===== src/rtl/rv32i_if_top.sv =====
// RV32I instruction fetch stage: sequential PC generation, one outstanding read,
// one-entry hold buffer for downstream stalls, redirect squash and EBREAK halt.
module rv32i_if_top #(
  parameter logic [31:0] RESET_PC = 32'h0000_0000,
  parameter logic [31:0] NOP_IW   = 32'h0000_0013
) (
  input  logic        clk,
  input  logic        reset,
  input  logic        stall_in,
  input  logic        jmp_en_in,
  input  logic [31:0] jmp_addr_in,
  output logic        imem_req,
  output logic [31:0] imem_addr,
  input  logic [31:0] imem_rdata,
  output logic [31:0] pc_out,
  output logic [31:0] iw_out,
  output logic        halted
);

  localparam logic [31:0] EBREAK_IW = 32'h0010_0073;

  logic [31:0] fetch_pc;
  logic        req_valid;
  logic [31:0] req_pc;
  logic        hold_valid;
  logic [31:0] hold_iw;
  logic [31:0] hold_pc;

  logic        load_en;
  logic [31:0] load_pc;
  logic [31:0] load_iw;

  assign imem_req  = reset & ~halted & ~stall_in & ~jmp_en_in;
  assign imem_addr = fetch_pc;

  // Held instruction is older than any in-flight read, so it drains first.
  always_comb begin
    load_en = 1'b0;
    load_pc = pc_out;
    load_iw = NOP_IW;
    if (hold_valid) begin
      load_en = 1'b1;
      load_pc = hold_pc;
      load_iw = hold_iw;
    end else if (req_valid) begin
      load_en = 1'b1;
      load_pc = req_pc;
      load_iw = imem_rdata;
    end
  end

  always_ff @(posedge clk) begin
    if (!reset) begin
      fetch_pc   <= RESET_PC;
      req_valid  <= 1'b0;
      req_pc     <= '0;
      hold_valid <= 1'b0;
      hold_iw    <= NOP_IW;
      hold_pc    <= '0;
      pc_out     <= RESET_PC;
      iw_out     <= NOP_IW;
      halted     <= 1'b0;
    end else begin
      req_valid <= imem_req;
      if (imem_req) begin
        fetch_pc <= fetch_pc + 32'd4;
        req_pc   <= fetch_pc;
      end

      if (halted) begin
        hold_valid <= 1'b0;
        if (!stall_in)
          iw_out <= NOP_IW;
      end else if (jmp_en_in) begin
        // imem_req is low here, so this is the only fetch_pc update this cycle.
        fetch_pc   <= {jmp_addr_in[31:2], 2'b00};
        hold_valid <= 1'b0;
        iw_out     <= NOP_IW;
      end else if (stall_in) begin
        if (req_valid) begin
          hold_valid <= 1'b1;
          hold_pc    <= req_pc;
          hold_iw    <= imem_rdata;
        end
      end else begin
        hold_valid <= 1'b0;
        pc_out     <= load_pc;
        iw_out     <= load_iw;
        if (load_en && load_iw == EBREAK_IW)
          halted <= 1'b1;
      end
    end
  end

endmodule

===== config.mk =====
export PLATFORM = sky130hd
export DESIGN_NAME = rv32i_if_top
export DESIGN_NICKNAME = d
export VERILOG_FILES = /design/src/rtl/rv32i_if_top.sv
export SDC_FILE = /design/constraint.sdc
export NUM_CORES = 1
export LEC_CHECK = 0
export CORE_ASPECT_RATIO = 1.2
export CORE_MARGIN = 10
export CORE_UTILIZATION = 30
export DETAILED_ROUTE_END_ITERATION = 10
export PLACE_DENSITY_LB_ADDON = 0.05
export SETUP_SLACK_MARGIN = 0.15
export SLEW_MARGIN = 5
export SYNTH_ARGS = -nofsm -noshare
export SYNTH_HDL_FRONTEND = slang
export SYNTH_SLANG_ARGS = --single-unit

===== constraint.sdc =====
create_clock -name clk -period 2.7 [get_ports clk]
set_clock_uncertainty 0.05 [all_clocks]
set_input_delay 0.405 -clock clk [delete_from_list [all_inputs] [get_ports clk]]
set_output_delay 0.405 -clock clk [all_outputs]
set_load 0.1 [all_outputs]

## Word-level counts from Yosys, hierarchy flattened

Index checks and enable logic that the tools add are counted.

| cells by class | value |
|---|---|
| add/subtract/negate cells | 1 |
| equal/unequal tests | 3 |
| muxes and demuxes | 17 |
| bitwise operators | 7 |
| reductions and logical operators | 6 |

Operator list:

| cell | number |
|---|---|
| 2-to-1 mux 32 bit | 11 |
| adder 32 x 3 -> 32 bit (second input constant) | 1 |
| equality test 32 x 21 -> 1 bit (second input constant) | 1 |
| AND reduction 4 bit | 2 |
| 2-to-1 mux 1 bit | 6 |
| inverter 1 bit | 4 |
| OR reduction 4 bit | 1 |
| bitwise AND 1 bit | 3 |
| inequality test 2 x 1 -> 1 bit (second input constant) | 1 |
| inequality test 2 bit (second input constant) | 1 |
| AND reduction 2 bit | 1 |
| nonzero test 2 bit | 1 |
| logical AND 1 bit | 1 |

| word-level totals | value |
|---|---|
| flip-flop bits (word level) | 195 |
| output and inout bits | 98 |

## Depth between registers and ports, before layout

Gate-level depths: netlist of run 1.

| depth | value |
|---|---|
| depth after elaboration | 8 |
| depth in mapped cells | 9 |
| mapped depth without buffers | 6 |

## Worst setup path after synthesis of run 1

OpenSTA, ideal clock, no wires.

| timing path | value |
|---|---|
| path kind | flip-flop to output port |
| start | register halted |
| end | output imem_req |
| data arrival time | 2.879 ns |
| data required time | 2.245 ns |
| setup slack | -0.634 ns |
| stages on the path, launching flop included | 6 |
| path buffers | 3 |
| cells stage by stage | dfxtp_1 or4b_1 buf_2 inv_2 clkbuf_1 clkbuf_1 |

| on the way | value |
|---|---|
| word-level cells in the longest chain between the ends | 4 |

RTL lines:

| element | line | RTL |
|---|---|---|
| from (decl) | 17 | `output logic halted` |
| from (signal assigned) | 62 | `halted <= 1'b0;` |
| from (signal assigned) | 90 | `halted <= 1'b1;` |
| inverter 1 bit (no source line) | -- |  |
| bitwise AND 1 bit (3 in series) | 33 | `assign imem_req = reset & ~halted & ~stall_in & ~jmp_en_in;` |
| to (decl) | 12 | `output logic imem_req,` |

Every way passes these cells.

## Worst setup path after layout of run 1

| timing path | value |
|---|---|
| start | input stall_in |
| end | output imem_req |

| on the way | value |
|---|---|
| word-level cells in the longest chain between the ends | 3 |

RTL lines:

| element | line | RTL |
|---|---|---|
| from (decl) | 9 | `input logic stall_in,` |
| inverter 1 bit (no source line) | -- |  |
| bitwise AND 1 bit (2 in series) | 33 |  |

Every way passes these cells.

==> reports/qor.yml, run 1 <==
ff2ff_setup_slack_ps: 300
syn_avg_cell_area_um2: 8.72
final_common_cell: "dfxtp_1"
cts_num_sinks: 187
clockBufferDepth: 2
fin_crit_ps: 2470
io_buffer_count: 159
vias: 6561
maxSlewHeadroom_pct: 50.7
timing.hold.ws_ps: 399
rr_startpoint: "halted$_SDFF_PN0_"
critPathLaunchType: "primary input"
start_util_pct: 30.5
diodes: 0
post-route-period-util_pct: 91.6
crit_start: "stall_in"
wl_um: 24900
die_w_um: 164
power_leakage_nw: 3.47
antenna_found_initial: 0
dpl.hpwl_um: 17400
cp_data_arrival_time_ps: 2020
ys_top_cells_by_area: "dfxtp_1, nand2_1, a21oi_1"
grt_use_total_pct: 15.5
synthFlopType: "dfxtp_1"
critPathKind: "primary input to output pin"
synth-edff-count: 0
dp_slack_ps: -166
mostFrequentLayoutCells: "dfxtp_1, nand2_1, buf_4"
cts_root_buffer: "clkbuf_16"
tightest_slew_ps: 733
gp_congestion: 0.801
finalPower_mw: 6.22
rr_endpoint: "imem_addr[30]$_SDFF_PN0_"
synth_top_cell_area_share_pct: 49.8
ys_ff_latch: 187
wl_per_cell_um: 18.5
drive_gt1_share_pct: 18.3
htreeDepth: 4
yosys.area.top_type: "dfxtp_1"
rsz0062_at_grt: "false"
vias_per_cell: 4.89
reg2reg_depth: 6
finalHoldViolCount: 0
hold_path.class: "register to register"
drtAntennaViolNets: 0
critical_path.max_fanout: 33
io_pins: 166
fin_ws_ps: 227
fmax_mhz: 404
grt_start_max_net_pins: 71
status: "finished, final reports clean"
critPathCapture: "imem_req"
core_um2: 24700
drv_cap: 0
required_ps: 2250
peakVddDrop_v: 0.000416
grt_pass1_vias: 6630
first_iter_violations: 257
drc: 0
dieHeight_um: 193
synth_cell_types: 50
nNetsFinal: 1073
die_area_um2: 31800
drv_slew: 0
cts_tree: "yes"
drt_pass1_iterations: 4
syn2layout_area_growth_pct: 32.3
syn_area_um2: 7510
synth_cells: 862
path_clk_slew_ps: 70
fillers: 2541
setup_viol: 0
yosys_warnings: 0
rows: 63
clk-insertion-delay-late_ps: 430
cts_made_buffers: 17
async_flop_share_pct: 0
grt_pass1_wl_um: 39300
synth_seq_area_share_pct: 49.8
overflow: 0
p_per_area_nw_per_um2: 626
end_kind: "output pin"
[kinds of logic after synthesis]
logic type,count (synthesis),synth area share [%]
AO/OA/AOI/OAI,244,20.4
XOR/XNOR,28,3.26
adder cells (fa/ha/maj),1,0.167
buffers and inverters,76,4.11
flip-flops,187,49.8
multiplexers,31,4.13
other,1,0.0499
AND/OR/NAND/NOR,294,18.0
[critical path, cell delays in order]
cell	delay [ps]
clkdlybuf4s50_1	430
or4b_4	580
buf_12	200
inv_4	90
buf_4	140
buf_12	170
[per-stage QoR]
step	instances	area, um2	TNS [ps]	util, %
finish	1342	9940	0	40.3
global route	1342	9940	0	40.3
CTS	1342	9940	0	40.3
floorplan	865	7540	0	-
global placement	1309	9340	-1300	37.9
detailed placement	1309	9340	-1760	37.9
[sequential cells by signal, summed over array words and instances (netlist names)]
register,flops
hold_valid,1
hold_iw,32
hold_pc,30
pc_out,30
iw_out,32
halted,1
imem_addr,30
req_pc,30
req_valid,1
[Yosys cell counts, types with 7 or more instances]
cell,instances
dfxtp_1,187
nand2_1,168
a21oi_1,80
clkbuf_1,58
nor2_1,52
a211oi_1,40
mux2i_1,31
o21ai_0,30
a22o_1,29
a22oi_1,27
o21ai_1,24
nand3_1,21
xnor2_1,14
xor2_1,14
nand4_1,11
nor4_1,7
[how the worst min path moves through the flow]
| stage | start | end | cells after the start |
|---|---|---|---|
| floorplan | hold_pc[10]$_SDFFE_PN0P_ | hold_pc[10]$_SDFFE_PN0P_ | 2 |
| global placement | iw_out[29]$_SDFFE_PN0P_ | iw_out[29]$_SDFFE_PN0P_ | 2 |
| detailed placement | iw_out[30]$_SDFFE_PN0P_ | iw_out[30]$_SDFFE_PN0P_ | 2 |
| CTS | iw_out[30]$_SDFFE_PN0P_ | iw_out[30]$_SDFFE_PN0P_ | 2 |
| global route | iw_out[24]$_SDFFE_PN0P_ | iw_out[24]$_SDFFE_PN0P_ | 2 |
| finish | iw_out[30]$_SDFFE_PN0P_ | iw_out[30]$_SDFFE_PN0P_ | 2 |
[repair_timing]
| action | in CTS | in global routing |
|---|---|---|
| hold buffers | 0 | 0 |
| resized for setup | 4 | 1 |
| setup endpoints to repair | 1 | 1 |
| pin swaps | 1 | 0 |
| setup buffers | 1 | 0 |
| cloned | 0 | 0 |
[per-layer routing]
metal  vias up  wire length, um  GRT usage (%)
li1       3333                -              -
met1      3056            10700           18.7
met2       148            12300           25.9
met3        24             1390           4.08
met4         0              516           5.24
met5         -                0              0
[where the power goes]
part / internal (mW) / leakage [nW] / switching, mW
clock: 1.32 / 0.275 / 1.16
combinational: 0.246 / 1.67 / 0.587
sequential: 2.83 / 1.52 / 0.0810
total: 4.39 / 3.47 / 1.83
[layout make-up]
type	count	area [um2]	share of cell area (%)
Inverter	7	30.0	0.302
Sequential cell	187	3760	37.8
Tap cell	325	407	4.09
Timing Repair Buffer	189	1670	16.8
Clock buffer	19	443	4.46
Multi-Input combinational cell	602	3500	35.2
Clock inverter	13	133	1.33
No activity file was read; power rests on OpenSTA's default activity.
==> inputs of run 2 (changes only) <==
- PLACE_DENSITY_LB_ADDON: 0.05 -> default
==> reports/qor.yml, run 2 (synthesized netlist as in run 1, its figures left out) <==
critPathLaunchType: "primary input"
tightest_slew_ps: 732
antenna_found_initial: 0
crit_path_cell_trace: "clkdlybuf4s50_1, or4b_4, buf_12, inv_2, buf_4, buf_12"
wl_per_cell_um: 17.9
vias: 6595
rr_endpoint: "imem_addr[26]$_SDFF_PN0_"
io_pins: 166
whs_path_depth: 2
required_ps: 2250
slowest_stage: "or4b_4"
finalNonFillerCells: 1341
path_clk_slew_ps: 70
critPathKind: "primary input to output pin"
io_buffer_count: 159
cts_tree: "yes"
path_buf_inv: 5
dpl.hpwl_um: 16500
clk-insertion-delay-late_ps: 430
finalInstanceArea_um2: 9920
fmax_mhz: 405
p_per_area_nw_per_um2: 629
rsz0062_at_grt: "false"
min_from: "iw_out[5]$_SDFFE_PN0P_"
final_common_cell: "dfxtp_1"
rows: 63
core_um2: 24700
vias_per_cell: 4.92
drc: 0
place_area_um2: 9300
post-route-period-util_pct: 91.5
drv_slew: 0
die_w_um: 164
hold_path.class: "register to register"
syn2layout_area_growth_pct: 32.1
die_area_um2: 31800
setup_viol: 0
largestRegisters: "hold_iw: 32 flops, iw_out: 32 flops"
ff2ff_setup_slack_ps: 430
critical_path.most_common_cell: "buf_12"
power_leakage_nw: 3.48
cp_top_family: "buffers and inverters"
first_iter_violations: 380
grt_pass1_wl_um: 37000
drtAntennaViolNets: 0
wl_um: 23900
end_kind: "output pin"
critical_path.max_fanout: 16
peakVddDrop_v: 0.000419
dp_cells: 1307
gp_congestion: 0.852
drt_pass1_iterations: 5
nNetsFinal: 1072
rr_startpoint: "halted$_SDFF_PN0_"
overflow: 0
grt_pass1_vias: 6426
finalHoldViolCount: 0
fin_crit_ps: 2470
mostFrequentLayoutCells: "dfxtp_1, nand2_1, buf_4"
grt_start_max_net_pins: 72
cts_made_buffers: 17
cts_root_buffer: "clkbuf_16"
start_util_pct: 30.5
cp_data_arrival_time_ps: 2020
diodes: 0
maxSlewHeadroom_pct: 50.8
tns_ps: 0
grt_use_total_pct: 14.6
drv_cap: 0
reg2reg_depth: 5
min_to: "iw_out[5]$_SDFFE_PN0P_"
cts_num_sinks: 187
max_stage_delay_ps: 610
drive_gt1_share_pct: 18.1
clockBufferDepth: 2
htreeDepth: 4
dieHeight_um: 193
status: "finished, final reports clean"
## run 2: worst max-delay path by stage
| stage | startpoint | endpoint | cells past startpoint |
|---|---|---|---|
| after CTS | reset | imem_req | 6 |
| after floorplan | imem_addr[9]$_SDFF_PN0_ | imem_addr[30]$_SDFF_PN0_ | 5 |
| final | stall_in | imem_req | 6 |
| after global placement | reset | imem_addr[28]$_SDFF_PN0_ | 6 |
| after global routing | stall_in | imem_req | 6 |
| after detailed placement | reset | imem_addr[26]$_SDFF_PN0_ | 6 |
## run 2: final cells by class
cell class | count | area, um2
Inverter | 7 | 27.5
Multi-Input combinational cell | 602 | 3500
Fill cell | 2504 | 14800
Clock buffer | 18 | 429
Sequential cell | 187 | 3760
Timing Repair Buffer | 188 | 1660
Clock inverter | 14 | 145
Tap cell | 325 | 407
## run 2: metal layers
metal / wire [um] / vias up / track usage, %
met1: 10600 / 3059 / 18.6
met3: 1840 / 23 / 4.76
met5: 0 / - / 0
met2: 11200 / 188 / 23.1
li1: - / 3325 / -
met4: 332 / 0 / 3.90
## run 2: report_power, final
group / switching (mW) / leakage, nW / internal, mW / total, mW
combinational: 0.584 / 1.68 / 0.246 / 0.830
clock: 1.19 / 0.279 / 1.31 / 2.51
sequential: 0.0787 / 1.52 / 2.82 / 2.90
## run 2: timing repair
| action | in CTS | in global routing |
|---|---|---|
| setup endpoints to repair | 1 | 1 |
| gates cloned | 0 | 1 |
| resized for setup | 4 | 1 |
| pin swaps | 0 | 1 |
| hold buffers | 0 | 0 |
| buffers inserted | 0 | 1 |
## run 2: worst min-delay path, delay by kind of cell (launching register included)
kind	cells	cell delay [ps]
flops	1	310
simple gates	1	50
compound gates	1	50
## run 2: stage by stage
stage | setup slack [ps] | total power [mW] | hold WS (ps) | utilization, %
after global placement | -144 | 3.79 | 389 | 37.7
after floorplan | 172 | 3.50 | 386 | -
after detailed placement | -148 | 3.79 | 394 | 37.7
final | 229 | 6.24 | 400 | 40.2
after global routing | 180 | 6.49 | 415 | 40.2
after CTS | 156 | 6.31 | 404 | 40.1
